`src/rtl/if_bp_fetch.sv`:
```
// Instruction-fetch stage: the next PC is predicted from a direct-mapped BTB with 2-bit counters.
// Instructions resolved in ID train the BTB and redirect the PC when a prediction was wrong.
module if_bp_fetch #(
    parameter int unsigned       ADDR_W   = 32,
    parameter int unsigned       ENTRIES  = 16,
    parameter logic [ADDR_W-1:0] RESET_PC = '0,
    parameter int unsigned       PRED_EN  = 1,
    parameter int unsigned       CNT_W    = 16
) (
    input  logic              clk,
    input  logic              rst,
    input  logic              en,
    output logic              inst_ren,
    output logic [ADDR_W-1:0] inst_addr,
    output logic              pred_taken,
    output logic [ADDR_W-1:0] pred_next_pc,
    input  logic              res_valid,
    input  logic [ADDR_W-1:0] res_pc,
    input  logic              res_is_branch,
    input  logic              res_taken,
    input  logic [ADDR_W-1:0] res_target,
    input  logic              res_mispredict,
    output logic [CNT_W-1:0]  mispredict_cnt
);

    localparam int unsigned IDX_W = $clog2(ENTRIES);
    localparam int unsigned TAG_W = ADDR_W - IDX_W - 2;

    logic              valid_q  [ENTRIES];
    logic [TAG_W-1:0]  tag_q    [ENTRIES];
    logic [ADDR_W-1:0] target_q [ENTRIES];
    logic [1:0]        ctr_q    [ENTRIES];

    logic [IDX_W-1:0] f_idx, r_idx;
    logic [TAG_W-1:0] f_tag, r_tag;
    logic             f_hit, r_hit;
    logic [1:0]       r_ctr_nxt;
    logic             upd_ctr, upd_tgt, alloc, inval;

    assign inst_ren = ~rst;

    // Fetch-side lookup; a same-cycle training write is not visible until the next cycle.
    assign f_idx        = inst_addr[IDX_W+1:2];
    assign f_tag        = inst_addr[ADDR_W-1:IDX_W+2];
    assign f_hit        = valid_q[f_idx] && (tag_q[f_idx] == f_tag);
    assign pred_taken   = (PRED_EN != 0) && f_hit && ctr_q[f_idx][1];
    assign pred_next_pc = pred_taken ? target_q[f_idx] : inst_addr + ADDR_W'(4);

    assign r_idx = res_pc[IDX_W+1:2];
    assign r_tag = res_pc[ADDR_W-1:IDX_W+2];
    assign r_hit = valid_q[r_idx] && (tag_q[r_idx] == r_tag);

    always_comb begin
        r_ctr_nxt = ctr_q[r_idx];
        if (res_taken) begin
            if (r_ctr_nxt != 2'b11) r_ctr_nxt = r_ctr_nxt + 2'b01;
        end else begin
            if (r_ctr_nxt != 2'b00) r_ctr_nxt = r_ctr_nxt - 2'b01;
        end
    end

    always_comb begin
        upd_ctr = 1'b0;
        upd_tgt = 1'b0;
        alloc   = 1'b0;
        inval   = 1'b0;
        if ((PRED_EN != 0) && res_valid) begin
            if (res_is_branch) begin
                upd_ctr = r_hit;
                upd_tgt = r_hit && res_taken;
                alloc   = !r_hit && res_taken;
            end else begin
                inval = r_hit;
            end
        end
    end

    always_ff @(posedge clk or posedge rst) begin
        if (rst) begin
            inst_addr      <= RESET_PC;
            mispredict_cnt <= '0;
        end else if (res_valid && res_mispredict) begin
            inst_addr <= res_taken ? res_target : res_pc + ADDR_W'(4);
            if (mispredict_cnt != '1) mispredict_cnt <= mispredict_cnt + CNT_W'(1);
        end else if (en) begin
            inst_addr <= pred_next_pc;
        end
    end

    // Training ignores en so a stalled front end still learns from ID.
    always_ff @(posedge clk or posedge rst) begin
        if (rst) begin
            for (int unsigned i = 0; i < ENTRIES; i++) begin
                valid_q[i]  <= 1'b0;
                tag_q[i]    <= '0;
                target_q[i] <= '0;
                ctr_q[i]    <= 2'b01;
            end
        end else begin
            if (upd_ctr) ctr_q[r_idx] <= r_ctr_nxt;
            if (upd_tgt) target_q[r_idx] <= res_target;
            if (alloc) begin
                valid_q[r_idx]  <= 1'b1;
                tag_q[r_idx]    <= r_tag;
                target_q[r_idx] <= res_target;
                ctr_q[r_idx]    <= 2'b10;
            end
            if (inval) valid_q[r_idx] <= 1'b0;
        end
    end

endmodule

```
`config.mk`:
```
export PLATFORM = sky130hd
export DESIGN_NAME = if_bp_fetch
export DESIGN_NICKNAME = d
export VERILOG_FILES = /design/src/rtl/if_bp_fetch.sv
export SDC_FILE = /design/constraint.sdc
export NUM_CORES = 2
export LEC_CHECK = 0
export BUFFER_PORTS_ARGS = -buffer_cell sky130_fd_sc_hd__buf_2
export CAP_MARGIN = 10
export CORE_MARGIN = 2
export CORE_UTILIZATION = 65
export DETAILED_ROUTE_END_ITERATION = 16
export GPL_TIMING_DRIVEN = 0
export MAX_ROUTING_LAYER = met4
export PLACE_DENSITY = 0.83
export SYNTH_ARGS = -nofsm -noshare
export SYNTH_HDL_FRONTEND = slang
export SYNTH_SLANG_ARGS = --single-unit
```
`constraint.sdc`:
```
create_clock -name clk -period 108.4 [get_ports clk]
set_clock_uncertainty 0.05 [all_clocks]
set_input_delay 16.26 -clock clk [delete_from_list [all_inputs] [get_ports clk]]
set_output_delay 16.26 -clock clk [all_outputs]
set_load 0.02 [all_outputs]
```
# == After elaboration in Yosys (flattened, before gate mapping) ==
# Cells that the tools add are included.
# totals
regBits,1024
latchBits,0
ram_bits,0
mem_bits_ro,0
input_bits,71
output_inout_bits,82
word_cells,152
memories,0
# classes
n_addsub,5
n_mul,0
div,0
magnitude_cmp,3
eq_ne,4
n_shift,0
muxes,54
bitwise,9
reduce_logical,11
# ops
operator,n
bitwise mux 512 bit,2
two-way mux 512 bit,2
bitwise mux 416 bit,1
two-way mux 32 bit,9
binary-select mux 26 bit (select 4 bit),2
two-way mux 26 bit,5
binary-select mux 32 bit (select 4 bit),1
demux 32 bit (select 4 bit),1
demux 26 bit (select 4 bit),1
"adder 32 x 3 -> 32 bit, second input constant",2
== test 26 bit,2
bitwise AND 16 bit,2
bitwise mux 32 bit,1
two-way mux 16 bit,2
inverter 16 bit,2
bitwise OR 16 bit,2
"adder 16 x 1 -> 16 bit, second input constant",1
binary-select mux 2 bit (select 4 bit),2
two-way mux 2 bit,8
"!= test 16 bit, second input constant",1
two-way mux 1 bit,13
">= comparator 5 bit, second input constant",2
inverter 4 -> 5 bit,2
binary-select mux 1 bit (select 4 bit),2
11 further kinds,18

# == Longest topological paths before layout ==
# depth
word_depth,13
depth_mapped,18
mapped_depth_nobuf,10

# == Least setup slack after synthesis ==
# No wires, ideal clock.
# synth_path
path_kind,input port to output port
startpoint,input port rst
endpoint,output port inst_ren
t_arrival_ns,37.328
slack_ns,54.762
stages,1
path_cell_list,inv_1
# synth_via
elab_chain_len,1
# synth_rtl
item,line_no,rtl
from (decl),11,"input logic rst,"
inverter 1 bit,40,assign inst_ren = ~rst;
to (decl),13,"output logic inst_ren,"
# Every way passes these cells.

# == Worst setup path after layout ==
# Same ends and word-level chain as after synthesis.

==> metrics.md <==
| Metric | Value |
|---|---|
| R2R cell count | `14` |
| CP Capture Point | `inst_ren` |
| Compound-Gate Fraction of Synth Area | `0.0536` |
| Post-Synth Adder-Cell Area | `0.00160` |
| Max cap viols | `0` |
| Register area | `~26000 um^2` |
| Nets | `4148` |
| Detailed Routing Iterations Pass 1 | `8` |
| Top cell type's share of synthesized area | `0.475` |
| Min-delay worst type | `reg -> reg` |
| Total track usage | `0.495` |
| Site Rows | `about 100` |
| Post-Syn Instances | `between 3000 and 4000` |
| Die X | `between 200 and 300 um` |
| RSZ-0062 raised after global routing | `no` |
| Most frequent cell after synthesis | `dfrtp_1` |
| PD cells | `~19 nW/um^2` |
| CTS root buf | `clkbuf_16` |
| Post-synth EDFFs | `0` |
| Slowest Stage Delay on Critical Path | `around 420 ps` |
| Vias in the first global route | `between 30000 and 40000` |
| Fmax | `approximately 29 MHz` |
| Skew-Pair Late Insertion Delay | `about 700 ps` |
| Post-route minimum period | `~34000 ps` |
| Fin cells | `roughly 5200` |
| Psw | `about 370 uW` |
| Period utilization | `0.313` |
| CTS buffer count | `about 110` |
| Post-synth top cells | `1008 x dfrtp_1, 575 x mux2_2, 355 x mux4_2, 317 x mux2_1, 213 x clkbuf_1` |
| Leak | `0.0272 uW` |
| Clock Pin Slew Worst Setup and Hold Paths | `roughly 60 ps` |
| Post-Synth XOR/XNOR Area | `0.0188` |
| Actual slew at the worst max-slew pin | `1430 ps` |
| CP Max Fanout | `94` |
| Die area | `84000 um^2` |
| Final Hold Viols | `0` |
| Ranking of synthesized cells by area | `dfrtp_1 47%, mux4_2 15%, mux2_2 12%` |
| CORE AREA | `a little over 80000 um^2` |
| DRT iter0 DRCs | `roughly 5300` |
| Via density | `between 7 and 8` |
| Sum Neg Setup Slack | `0 ps` |
| Post-Route WL | `200 mm` |
| Area leader, netlist | `dfrtp_1` |
| Sequential Power Share | `0.413` |
| Synthesis-to-finish area growth | `11.6%` |
| Clock H-tree levels | `3` |
| Post CTS Setup Buffer Count | `0` |
| Seq cells post-synth | `about 1000` |
| Most used DFF post-synth | `dfrtp_1` |
| Synth async-reset ratio | `1.00` |
| Worst path depth | `4` |
| Critical-path top delay cell | `inv_8` |
| Post-synth cell types | `81` |
| CTS tree | `done` |
| Worst R2R End | `inst_addr[13]` |
| Critical Path Start | `rst` |
| Layout cells sized above 1 | `0.346` |
| Arrival @ worst endpoint | `between 15000 and 20000 ps` |
| Hold buffer count at CTS | `0` |
| Main combinational cell family by area after synthesis | `multiplexers` |
| Critical path data required time | `~92000 ps` |
| Clk buf depth | `3` |
| Gr ovfl total | `0` |
| Max-slew violations | `0` |
| Mapped Nets | `just under 4000` |
| Chip height | `between 200 and 300 um` |
| Multiplexer share of the synthesized area | `0.364` |
| First-pass GRT wire length | `286 mm` |
| Crit Path Category | `in -> out` |
| Final Power | `1150 uW` |
| Reg-to-Reg Start | `inst_addr[2]` |
| Filler cells | `5113` |
| Final setup viols | `0` |
| Avg Cell Area, Syn | `14.0 um^2` |
| Pin count of the biggest net entering global routing | `132` |
| Startpoint type of the worst setup path | `input pin` |
| Resized Gates After CTS | `0` |
| Vias post-DR | `39000` |
| Sequential fraction of the synthesis area | `0.483` |
| Syn. warnings | `0` |
| Cell internal pwr | `~780 uW` |
| Post-Syn Area | `around 53000 um^2` |
| Crit end category | `output pin` |
| Worst reg-to-reg setup slack | `between 100000 and 150000 ps` |
| Sw Share | `0.322` |
| Area of the multi-input gates | `around 25000 um^2` |
| Placed inst area | `around 55000 um^2` |
| Remaining DRCs | `0` |
| Simple-gate share of the synthesized area | `0.0397` |
| Most common cell on crit path | `buf_2` |
| Slew Limit Headroom | `0.0500` |
| Initial Utilization | `0.659` |
| Num ports | `approximately 150` |
| # clock sinks | `about 1000` |
| Initial antenna violation count | `12` |
| Port bufs | `146` |
| Max VDD drop | `~0.018 mV` |
| Delay-heaviest family, CP | `buffers and inverters` |
| Placer Congestion | `about 1.1` |
| Critical path buffers and inverters | `4` |
| Post-DP HPWL | `140 mm` |
| Antenna Nets Post-Route | `0` |
| Dpl cells | `between 5000 and 6000` |
| Finished Cell Area | `roughly 59000 um^2` |
| Clock power frac | `0.338` |
| Combinational share of power | `0.249` |
| Status | `complete, no violations` |
| CP cell instances | `buf_2 > inv_8 > buf_16 > buf_2` |
| DR WL/cell | `~38 um` |
-- power by group through the flow --
stage | Sequential (uW) | Combinational, uW | Clock, uW
after detailed placement | 476 | 273 | 0
after floorplan | 465 | 177 | 0
after global placement | 474 | 266 | 0
after global routing | 477 | 292 | 403
after CTS | 471 | 275 | 387
final | 474 | 286 | 388
-- worst reg2reg max path: stages, from the launching register on --
cell	delay [ps]
dfrtp_1	680
buf_2	280
buf_2	590
clkinv_1	870
clkbuf_1	700
a221oi_1	450
o2111ai_1	150
o31ai_1	180
o2111ai_1	310
nor4_4	680
nand2_2	330
buf_2	320
clkbuf_1	360
a21oi_1	270
o211ai_1	170
-- registers in the layout, indices dropped and copies added, names as in the netlist, named ones only --
signal          count
target_q          512
tag_q             416
inst_addr          32
mispredict_cnt     16
valid_q            16
-- through the flow --
stage | hold slack [ps] | worst slack (ps) | util
detailed placement | 438 | 74410 | 0.688
floorplan | 416 | 54760 | -
CTS | 451 | 74420 | 0.734
finish | 449 | 74490 | 0.735
global route | 459 | 74280 | 0.735
global placement | 431 | 43890 | 0.684
-- cell families (layout without fill, tap and decap cells) --
| logic type | Yosys count | in the layout |
|---|---|---|
| AOI/OAI and AO/OA | 441 | 441 |
| and+or+nand+nor | 425 | 425 |
| muxes | 1374 | 1374 |
| DFF | 1024 | 1024 |
| xor gates and xnor gates | 114 | 114 |
| buffers and inverters | 416 | 773 |
| adders and majority gates | 7 | 7 |
| other | 0 | 14 |
-- metal layers --
layer	track usage	wire, um	vias to the layer above
met5	-	0	-
met4	0.394	19900	0
met3	0.145	24000	993
met2	0.701	87200	3116
met1	0.597	69300	20100
li1	-	-	14900
-- layout make-up --
type	count	area share
Antenna cell	14	0.000591
Buffer	369	0.0325
Clock buffer	148	0.0514
Clock inverter	46	0.0112
Inverter	47	0.00310
Multi-Input combinational cell	2361	0.428
Sequential cell	1024	0.432
Tap cell	1060	0.0224
Timing Repair Buffer	163	0.0184
-- cells in the final DEF, fill, tap and decap left out, types with 10 or more instances in the layout --
| cell | Yosys | layout |
|---|---|---|
| dfstp_2 | 16 | 16 |
| mux2_1 | 317 | 317 |
| a22oi_1 | 35 | 35 |
| buf_6 | 44 | 44 |
| xor2_1 | 37 | 37 |
| buf_1 | 25 | 22 |
| mux4_2 | 355 | 355 |
| clkbuf_1 | 213 | 231 |
| mux2_2 | 575 | 575 |
| o21ai_1 | 14 | 14 |
| nand2_1 | 119 | 119 |
| clkinv_2 | 0 | 22 |
| a32o_1 | 16 | 16 |
| nor2_1 | 100 | 100 |
| nand4_1 | 30 | 30 |
| a211oi_1 | 10 | 10 |
| and3_1 | 22 | 22 |
| a21oi_1 | 63 | 63 |
| diode_2 | 0 | 14 |
| or2_1 | 13 | 13 |
| buf_4 | 35 | 35 |
| or3_1 | 11 | 11 |
| clkbuf_16 | 0 | 106 |
| inv_1 | 43 | 42 |
| dfrtp_1 | 1008 | 1008 |
| a221o_1 | 14 | 14 |
| bufinv_16 | 0 | 11 |
| mux2i_1 | 119 | 119 |
| and2_1 | 13 | 13 |
| nand3_1 | 51 | 51 |
| clkbuf_8 | 0 | 24 |
| xnor2_1 | 77 | 77 |
| nor3_1 | 18 | 18 |
| o21ai_0 | 180 | 180 |
| buf_2 | 51 | 201 |
| nand2b_1 | 12 | 12 |
-- how the worst min path moves through the flow --
stage                             start  slack, ps             to  cells past startpoint
after floorplan              valid_q[0]        420     valid_q[0]                      1
after global placement    target_q[185]        430  target_q[185]                      1
after detailed placement  target_q[145]        440  target_q[145]                      1
after CTS                 target_q[145]        450  target_q[145]                      1
after global routing      target_q[145]        460  target_q[145]                      1
final                     target_q[145]        450  target_q[145]                      1
Power figures use the tool's default switching activity.
